<file path="src/rtl/alu_slice_unit.sv">
// ----------------------------------------------------------------------------
// alu_slice_unit
//
// Registered ripple-carry ALU slice array. Each bit is a full adder
// (add_1bit) feeding a 5-way result selector (mux_5bit). It supports ADD, SUB,
// XOR, SLT and bitwise AND ("multiply"). The result and the MSB carry are
// registered, so latency is one cycle and a new operation can start every
// cycle.
//
// Parameters:
//   WIDTH      operand width in bits, 1..32 (WIDTH=1 is a single bit slice)
//
// Ports:
//   clk        rising-edge clock
//   reset      synchronous, active-high reset
//   in_valid   a/b/cin/cntrl are valid this cycle
//   a, b       operands
//   cin        carry into bit 0 (a caller doing SUB or SLT must drive 1 here)
//   cntrl      0 ADD, 1 SUB, 2 XOR, 3 SLT, 4 AND, 5..7 zero
//   out        registered result
//   cout       registered carry out of the MSB adder
//   out_valid  high the cycle after an accepted operation
//
// Optional feature (macro ALU_SLICE_FLAGS_EN):
//   zero       registered: the result is all zeros
//   overflow   registered: signed overflow, for ADD/SUB only (0 otherwise)
// ----------------------------------------------------------------------------
module alu_slice_unit #(
   parameter int WIDTH = 4
) (
   input  logic             clk,
   input  logic             reset,
   input  logic             in_valid,
   input  logic [WIDTH-1:0] a,
   input  logic [WIDTH-1:0] b,
   input  logic             cin,
   input  logic [2:0]       cntrl,
   output logic [WIDTH-1:0] out,
   output logic             cout,
   output logic             out_valid
`ifdef ALU_SLICE_FLAGS_EN
   ,
   output logic             zero,
   output logic             overflow
`endif
);

   // Full adder. Returns {carry, sum}.
   function automatic logic [1:0] add_1bit(input logic x, input logic y, input logic c);
      logic s;
      logic co;
      s  = x ^ y ^ c;
      co = (x & y) | (x & c) | (y & c);
      return {co, s};
   endfunction

   // Per-bit result selector over the five result sources.
   function automatic logic mux_5bit(input logic [2:0] sel,
                                     input logic       sum_bit,
                                     input logic       xor_bit,
                                     input logic       slt_bit,
                                     input logic       and_bit);
      logic r;
      case (sel)
         3'd0, 3'd1: r = sum_bit;
         3'd2:       r = xor_bit;
         3'd3:       r = slt_bit;
         3'd4:       r = and_bit;
         default:    r = 1'b0;
      endcase
      return r;
   endfunction

   logic [WIDTH-1:0] bin;
   logic [WIDTH-1:0] sum;
   logic             carry_msb_in;
   logic             carry_out;
   logic             ovf;
   logic             slt_bit;
   logic [WIDTH-1:0] next_out;

   // B is inverted for every odd operation code (SUB, SLT, and the unused 5/7).
   assign bin = b ^ {WIDTH{cntrl[0]}};

   // Ripple chain. The carry vector lives inside the block so the chain is
   // evaluated in a single ordered pass.
   // NOTE: combinational blocks use blocking '=' so each stage sees the carry
   // just computed; every output gets a default first so no latch is inferred.
   always_comb begin : adder_chain
      logic [WIDTH:0] c;
      logic [1:0]     fa;
      c            = '0;
      sum          = '0;
      fa           = '0;
      c[0]         = cin;
      for (int i = 0; i < WIDTH; i++) begin
         fa       = add_1bit(a[i], bin[i], c[i]);
         sum[i]   = fa[0];
         c[i+1]   = fa[1];
      end
      carry_msb_in = c[WIDTH-1];
      carry_out    = c[WIDTH];
   end

   // Signed overflow: carry into the MSB disagrees with carry out of it.
   assign ovf     = carry_msb_in ^ carry_out;
   assign slt_bit = sum[WIDTH-1] ^ ovf;

   always_comb begin
      next_out = '0;
      for (int i = 0; i < WIDTH; i++) begin
         next_out[i] = mux_5bit(cntrl, sum[i], a[i] ^ b[i],
                                (i == 0) ? slt_bit : 1'b0, a[i] & b[i]);
      end
   end

   // NOTE: sequential state uses non-blocking '<=' so all registers sample
   // the same pre-edge values.
   always_ff @(posedge clk) begin
      if (reset) begin
         out       <= '0;
         cout      <= 1'b0;
         out_valid <= 1'b0;
      end else if (in_valid) begin
         out       <= next_out;
         cout      <= carry_out;
         out_valid <= 1'b1;
      end else begin
         // Result and carry hold; only the valid strobe drops.
         out_valid <= 1'b0;
      end
   end

`ifdef ALU_SLICE_FLAGS_EN
   always_ff @(posedge clk) begin
      if (reset) begin
         zero     <= 1'b0;
         overflow <= 1'b0;
      end else if (in_valid) begin
         zero     <= (next_out == '0);
         overflow <= (cntrl[2:1] == 2'b00) ? ovf : 1'b0;
      end
   end
`endif

endmodule

</file>
<file path="config.mk">
export PLATFORM = sky130hd
export DESIGN_NAME = alu_slice_unit
export DESIGN_NICKNAME = d
export VERILOG_FILES = /design/src/rtl/alu_slice_unit.sv
export SDC_FILE = /design/constraint.sdc
export NUM_CORES = 1
export LEC_CHECK = 0
export CORE_MARGIN = 2
export CORE_UTILIZATION = 40
export DETAILED_ROUTE_END_ITERATION = 8
export DONT_BUFFER_PORTS = 1
export SLEW_MARGIN = 20
export SYNTH_ARGS = -nofsm -noshare
export SYNTH_HDL_FRONTEND = slang
export SYNTH_SLANG_ARGS = --single-unit
</file>
<file path="constraint.sdc">
create_clock -name clk -period 2.6 [get_ports clk]
set_input_delay 0.13 -clock clk [delete_from_list [all_inputs] [get_ports clk]]
set_output_delay 0.13 -clock clk [all_outputs]
set_load 0.02 [all_outputs]
</file>
==> summary.md, run 1 <==
| Metric | Value |
|---|---|
| Status | `complete, no violations` |
| # IOs | `21` |
| FMAX | `406 MHz` |
| Post-Synth Adder-Cell Area | `25.2%` |
| Number of max-cap violations | `0` |
| H-Tree Depth | `1` |
| Diode count | `0` |
| Total GRT Usage | `13.0%` |
| CTS tree | `done` |
| Largest net degree at the start of global routing | `16` |
| Number of global-route vias before repair | `427` |
| Lkg Pwr | `0.000270 uW` |
| Initial DRC count | `1` |
| Register-to-register setup slack | `1.23 ns` |
| Max incr delay on CP | `0.57 ns` |
| Synthesized area | `597 um2` |
| FF-to-FF Start | `out[0]` |
| Fin. Hold Viols | `0` |
| Clk_lat worst skew | `0.24 ns` |
| WHS Endpoint | `cout` |
| Die Area | `1820 um2` |
| Commonest cells after routing, fill and taps aside | `6 x and4bb_2, 6 x dfxtp_1, 5 x inv_1, 5 x nor2_1` |
| Worst-margin pin slew | `0.314 ns` |
| Die height | `42.6 um` |
| Hpwl dp | `768 um` |
| Fraction of registers with async set/reset | `0%` |
| Crit-path max FO | `2` |
| CP required | `2.78 ns` |
| WHS | `0.0590 ns` |
| TritonCTS Sinks | `6` |
| CTS Buf Count | `3` |
| Seq/Total Area, Yosys | `20.1%` |
| Worst-path clk slew | `0.04 ns` |
| Worst setup SP type | `input pin` |
| Routed WL per cell | `12.1 um` |
| Pins Over Slew Limit | `0` |
| Simple-Gate Fraction of Synth Area | `30.4%` |
| WP data arrival | `2.64 ns` |
| Cells after Synth | `61` |
| Clock skew | `0 ns` |
| Crit path kind | `input pin to register` |
| Synth cell types | `24` |
| Drt total wl | `952 um` |
| Net Count, Synth | `85` |
| Starting Density | `44.2%` |
| Final #Nets | `90` |
| ANT nets after route | `0` |
| Most used cell, CP | `fa_1` |
| CTS max path bufs | `2` |
| Warnings, synthesis | `0` |
| Critical path, cell by cell | `xor2_1 > fa_1 > inv_1 > fa_1 > inv_1 > fa_2 > fa_1 > nor2b_2 > o21ai_1 > a311oi_2 > dlygate4sd3_1` |
| FF+latch count, synth | `6` |
| Initial antenna violation count | `0` |
| Port Buf Inserts | `0` |
| Min Tclk post-route | `2.46 ns` |
| Vias | `400` |
| Setup WS pre-CTS | `0.358 ns` |
| Tcrit/Tclk final | `94.6%` |
| Max IR drop VDD | `0.113 mV` |
| GP Congestion | `0.700` |
| Largest family of logic cells by synthesized area | `simple AND/OR/NAND/NOR gates` |
| FP Rows | `13` |
| Detailed-route DRC error count | `0` |
| Worst Hold Depth | `2` |
| Drt pass-1 iters | `4` |
| FF-to-FF End | `out[0]` |
| Worst min path class | `input pin to register` |
| Endpoint class of the critical path | `register` |
| Critical Path Source | `b[0]` |
| Critical-path top delay cell | `dlygate4sd3_1` |
| Root Driver | `clkbuf_4` |
| Slew HR | `78.9%` |
| Layout cell share with drive strength beyond 1 | `21.9%` |
| Filler cells | `141` |
| Proportion of synthesized area in mux cells | `0%` |
| Reg2reg path depth | `3` |
| Synth-to-Final Area Change | `8.39%` |
| Global-route wire length before repair | `1750 um` |
| Final setup violation count | `0` |
| Unrepaired setup endpoints after global routing | `false` |
| Syn Area/Cell | `9.78 um2` |
| Die X | `42.6 um` |
| Complex-gate fraction of the synthesized area | `11.3%` |
| Global route total overflow | `0` |
| Final worst slack | `0.140 ns` |
| Setup_tns | `0 ns` |
| Post-detailed-route via-to-cell ratio | `5.06` |
| Post-synthesis xor/xnor area fraction | `5.87%` |
| Number of synthesized flops with an enable pin | `0` |
| Hold Startpoint | `in_valid` |
| CORE AREA | `1350 um2` |
| Synth Flop Type | `dfxtp_1` |
| P per Cell Area | `396 nW/um2` |
-- report_power, final --
part / leakage [uW] / internal (uW) / switching, uW
logic: 0.000207 / 36.4 / 29.2
clock network: 0.0000138 / 52.1 / 31.6
registers: 0.0000492 / 97.6 / 9.08
-- flip-flops by register name (all words and copies together), names as in the netlist --
signal and count:
out_valid 1, cout 1, out 4
-- cell families after synthesis --
logic type               count (synthesis)
buffers and inverters                    8
flip-flops                               6
AO/OA/AOI/OAI                           10
XOR/XNOR                                 4
AND/OR/NAND/NOR                         24
adder cells (fa/ha/maj)                  9
-- cell type report --
| type | count | area (um2) | share of cell area, % |
|---|---|---|---|
| multi-input cells | 47 | 437 | 67.5 |
| flip-flops and latches | 6 | 120 | 18.6 |
| clock buffers | 3 | 22.5 | 3.48 |
| inverters | 5 | 18.8 | 2.90 |
| repair buffers | 3 | 30.0 | 4.64 |
| well taps | 15 | 18.8 | 2.90 |
-- critical path: cells and delay by family --
kind	cells	cell delay, ns
buffers and inverters	3	0.69
AND/OR/NAND/NOR	1	0.11
XOR/XNOR	1	0.15
adder cells (fa/ha/maj)	4	1.23
AO/OA/AOI/OAI	2	0.33
-- worst max-delay path by stage --
| stage | end | cells past startpoint |
|---|---|---|
| floorplan | out[0] | 11 |
| global placement | out[3] | 11 |
| detailed placement | out[0] | 10 |
| CTS | out[0] | 11 |
| global route | out[0] | 11 |
| finish | out[0] | 11 |
-- synth_stat cells, drive strengths merged, types with 2 or more instances --
cell	n	share of area, %
a211oi	2	2.5
and4bb	6	13
buf	3	4.0
dfxtp	6	20
fa	5	17
ha	4	8.4
inv	5	3.1
nand2	3	1.9
nor2	5	3.1
nor2b	3	3.6
nor3	4	3.4
o21ai	5	4.2
xnor2	2	2.9
xor2	2	2.9
-- routing by layer --
metal | track usage [%] | vias to the layer above | wire length, um
li1 | - | 216 | -
met1 | 15.9 | 169 | 462
met2 | 17.9 | 15 | 420
met3 | 6.90 | 0 | 70
met4 | 7.50 | 0 | 0
met5 | 0 | - | 0
-- per-stage QoR --
stage,area (um2),utilization (%),instances,power (uW)
floorplan,597,-,61,167
global placement,592,43.8,73,170
detailed placement,592,43.8,73,170
CTS,644,47.7,79,261
global route,647,47.9,79,280
finish,647,47.9,79,256
-- timing repair --
item                                    CTS  global route
endpoints found under the setup margin    0             1
resized for setup                         0             1
hold buffers                              3             0
hold endpoints to repair                  3             0
buffers inserted                          0             0
Power figures use the tool's default switching activity.
==> run 2: changes to the inputs <==
--- a/config.mk
+++ b/config.mk
@@ -5,10 +5,11 @@
 export SDC_FILE = /design/constraint.sdc
 export NUM_CORES = 1
 export LEC_CHECK = 0
-export CORE_MARGIN = 2
-export CORE_UTILIZATION = 40
+export CORE_AREA = 2 2 39 41
 export DETAILED_ROUTE_END_ITERATION = 8
+export DIE_AREA = 0 0 41 43
 export DONT_BUFFER_PORTS = 1
+export PLACE_DENSITY = 0.64
 export SLEW_MARGIN = 20
 export SYNTH_ARGS = -nofsm -noshare
 export SYNTH_HDL_FRONTEND = slang
==> summary.md, run 2 (synthesis gave the netlist of run 1 again) <==
| Metric | Value |
|---|---|
| Largest regs | `out: 4 flops, cout: 1 flops, out_valid: 1 flops` |
| Pins Over Slew Limit | `0 (unchanged)` |
| Clock skew | `0 ns (unchanged)` |
| Multi-input gate area | `437 um2 (unchanged)` |
| Min Tclk post-route | `1.95 ns (-0.506 ns)` |
| Detailed-route DRC error count | `0 (unchanged)` |
| FMAX | `512 MHz (+26%)` |
| Root Driver | `clkbuf_4` |
| Max FFs per register | `4 (unchanged)` |
| Global route total overflow | `0 (unchanged)` |
| P per Cell Area | `403 nW/um2 (+1.9%)` |
| Port Buf Inserts | `0 (unchanged)` |
| ANT nets after route | `0 (unchanged)` |
| Failing checks | `hold timing` |
| Drt pass-1 iters | `2 (-2)` |
| Unrepaired setup endpoints after global routing | `false` |
| Worst-path clk slew | `0.04 ns (about the same)` |
| Initial antenna violation count | `0 (unchanged)` |
| Tcrit/Tclk final | `75.2% (-19 points)` |
| Setup Buffers After CTS | `0 (unchanged)` |
| Max IR drop VDD | `0.111 mV (-2.0%)` |
| Reg with most FFs | `out` |
| Slew HR | `77.2% (-1.7 points)` |
| Worst-margin pin slew | `0.339 ns (+0.0251 ns)` |
| TritonCTS Sinks | `6 (unchanged)` |
| FF+latch area | `120 um2 (unchanged)` |
| Starting Density | `43.1% (-1.1 points)` |
| Number of global-route vias before repair | `410 (-4.0%)` |
| Final Power | `257 uW (+0.52%)` |
| Endpoint class of the critical path | `register` |
| Final setup violation count | `0 (unchanged)` |
| Initial DRC count | `1 (unchanged)` |
| Max incr delay on CP | `0.38 ns (-0.19 ns)` |
| Diode count | `0 (unchanged)` |
| FP Rows | `14 (+1)` |
| Status | `complete, but fails checks` |
| Worst setup SP type | `input pin` |
| Number of max-cap violations | `0 (unchanged)` |
| Critical path, cell by cell | `xor2_1 > fa_1 > inv_1 > fa_1 > inv_1 > fa_2 > fa_1 > nor2b_2 > o21ai_1 > a311oi_2` |
| Most used cell, CP | `fa_1` |
| Fin. Hold Viols | `1 (+1)` |
| Layout cell share with drive strength beyond 1 | `22.2% (+0.35 points)` |
| Setup_tns | `0 ns (unchanged)` |
| Critical-path top delay cell | `fa_1` |
| CP required | `2.76 ns (-0.02 ns)` |
| # IOs | `21 (unchanged)` |
| WP data arrival | `2.11 ns (-0.53 ns)` |
| WHS | `-0.00213 ns (-0.0611 ns)` |
| Crit-path max FO | `2 (unchanged)` |
| CTS tree | `done` |
| Vias | `424 (+6.0%)` |
| Clk_lat worst skew | `0.24 ns (about the same)` |
| Crit path kind | `input pin to register` |
| Routed WL per cell | `13.9 um (+16%)` |
| CTS max path bufs | `2 (unchanged)` |
| Drt total wl | `1100 um (+16%)` |
| Global-route wire length before repair | `1690 um (-3.5%)` |
| Crit-path leading delay family | `adder cells` |
| Largest net degree at the start of global routing | `16 (unchanged)` |
| Die Area | `1760 um2 (-3.0%)` |
| WP buf/inv | `2 (-1)` |
| Post-detailed-route via-to-cell ratio | `5.37 (+6.0%)` |
| Die height | `43 um (+0.88%)` |
| H-Tree Depth | `1 (unchanged)` |
| Hpwl dp | `857 um (+11%)` |
| Lkg Pwr | `0.000264 uW (-2.2%)` |
| GP Congestion | `0.718 (+2.5%)` |
| Worst min path class | `input pin to register` |
| CORE AREA | `1380 um2 (+2.5%)` |
| Filler cells | `138 (-2.1%)` |
| Die X | `41 um (-3.8%)` |
| Total GRT Usage | `14.8% (+1.8 points)` |
| CTS Buf Count | `3 (unchanged)` |
| Synth-to-Final Area Change | `6.92%` |
| Final #Nets | `89 (-1.1%)` |
| Commonest cells after routing, fill and taps aside | `6 x and4bb_2, 6 x dfxtp_1, 5 x inv_1, 5 x nor2_1` |
==> run 2: worst paths after layout <==
kind,start,end,slack (ns),cells past startpoint
worst min register to register,out[1],out[1],0.55,2
worst min-delay path,in_valid,out[0],-0.002,1
worst max-delay path,b[0],out[0],0.65,10
worst max register to register,out[0],out[0],1.76,2
==> run 2: area by class of cell <==
class                      instances  area share (%)
clock buffer                       3            3.53
inverter                           5            2.94
multi-input combinational         47            68.4
sequential                         6            18.8
tap                               16            3.14
timing repair buffer               2            3.14
==> run 2: repair_timing <==
action                     in CTS  in global routing
hold buffers                    3                  0
resized for setup               0                  1
setup endpoints to repair       0                  1
hold endpoints to repair        3                  0
==> run 2: per-stage QoR <==
step / area [um2] / hold slack [ns] / setup slack [ns] / std cells / utilization [%]
after floorplan: 597 / 0.198 / 0.342 / 61 / -
after global placement: 593 / 0.199 / 0.368 / 74 / 42.9
after detailed placement: 593 / 0.203 / 0.321 / 74 / 42.9
after CTS: 646 / 0.0445 / 0.0435 / 80 / 46.7
after global routing: 638 / 0.0132 / 0.470 / 79 / 46.1
final: 638 / -0.00213 / 0.646 / 79 / 46.1
==> run 2: power breakdown <==
| part | total [uW] | internal, uW | switching, uW |
|---|---|---|---|
| logic | 66.6 | 36.0 | 30.6 |
| clock network | 84.0 | 52.1 | 31.9 |
| registers | 107 | 97.7 | 9.10 |
==> run 2: routing by layer <==
metal	routed length, um	share of wire, %	GRT usage, %
met1	481	44	17.8
met2	497	45	21.6
met3	93	8.4	2.62
met4	30	2.7	12.0
met5	0	0	0
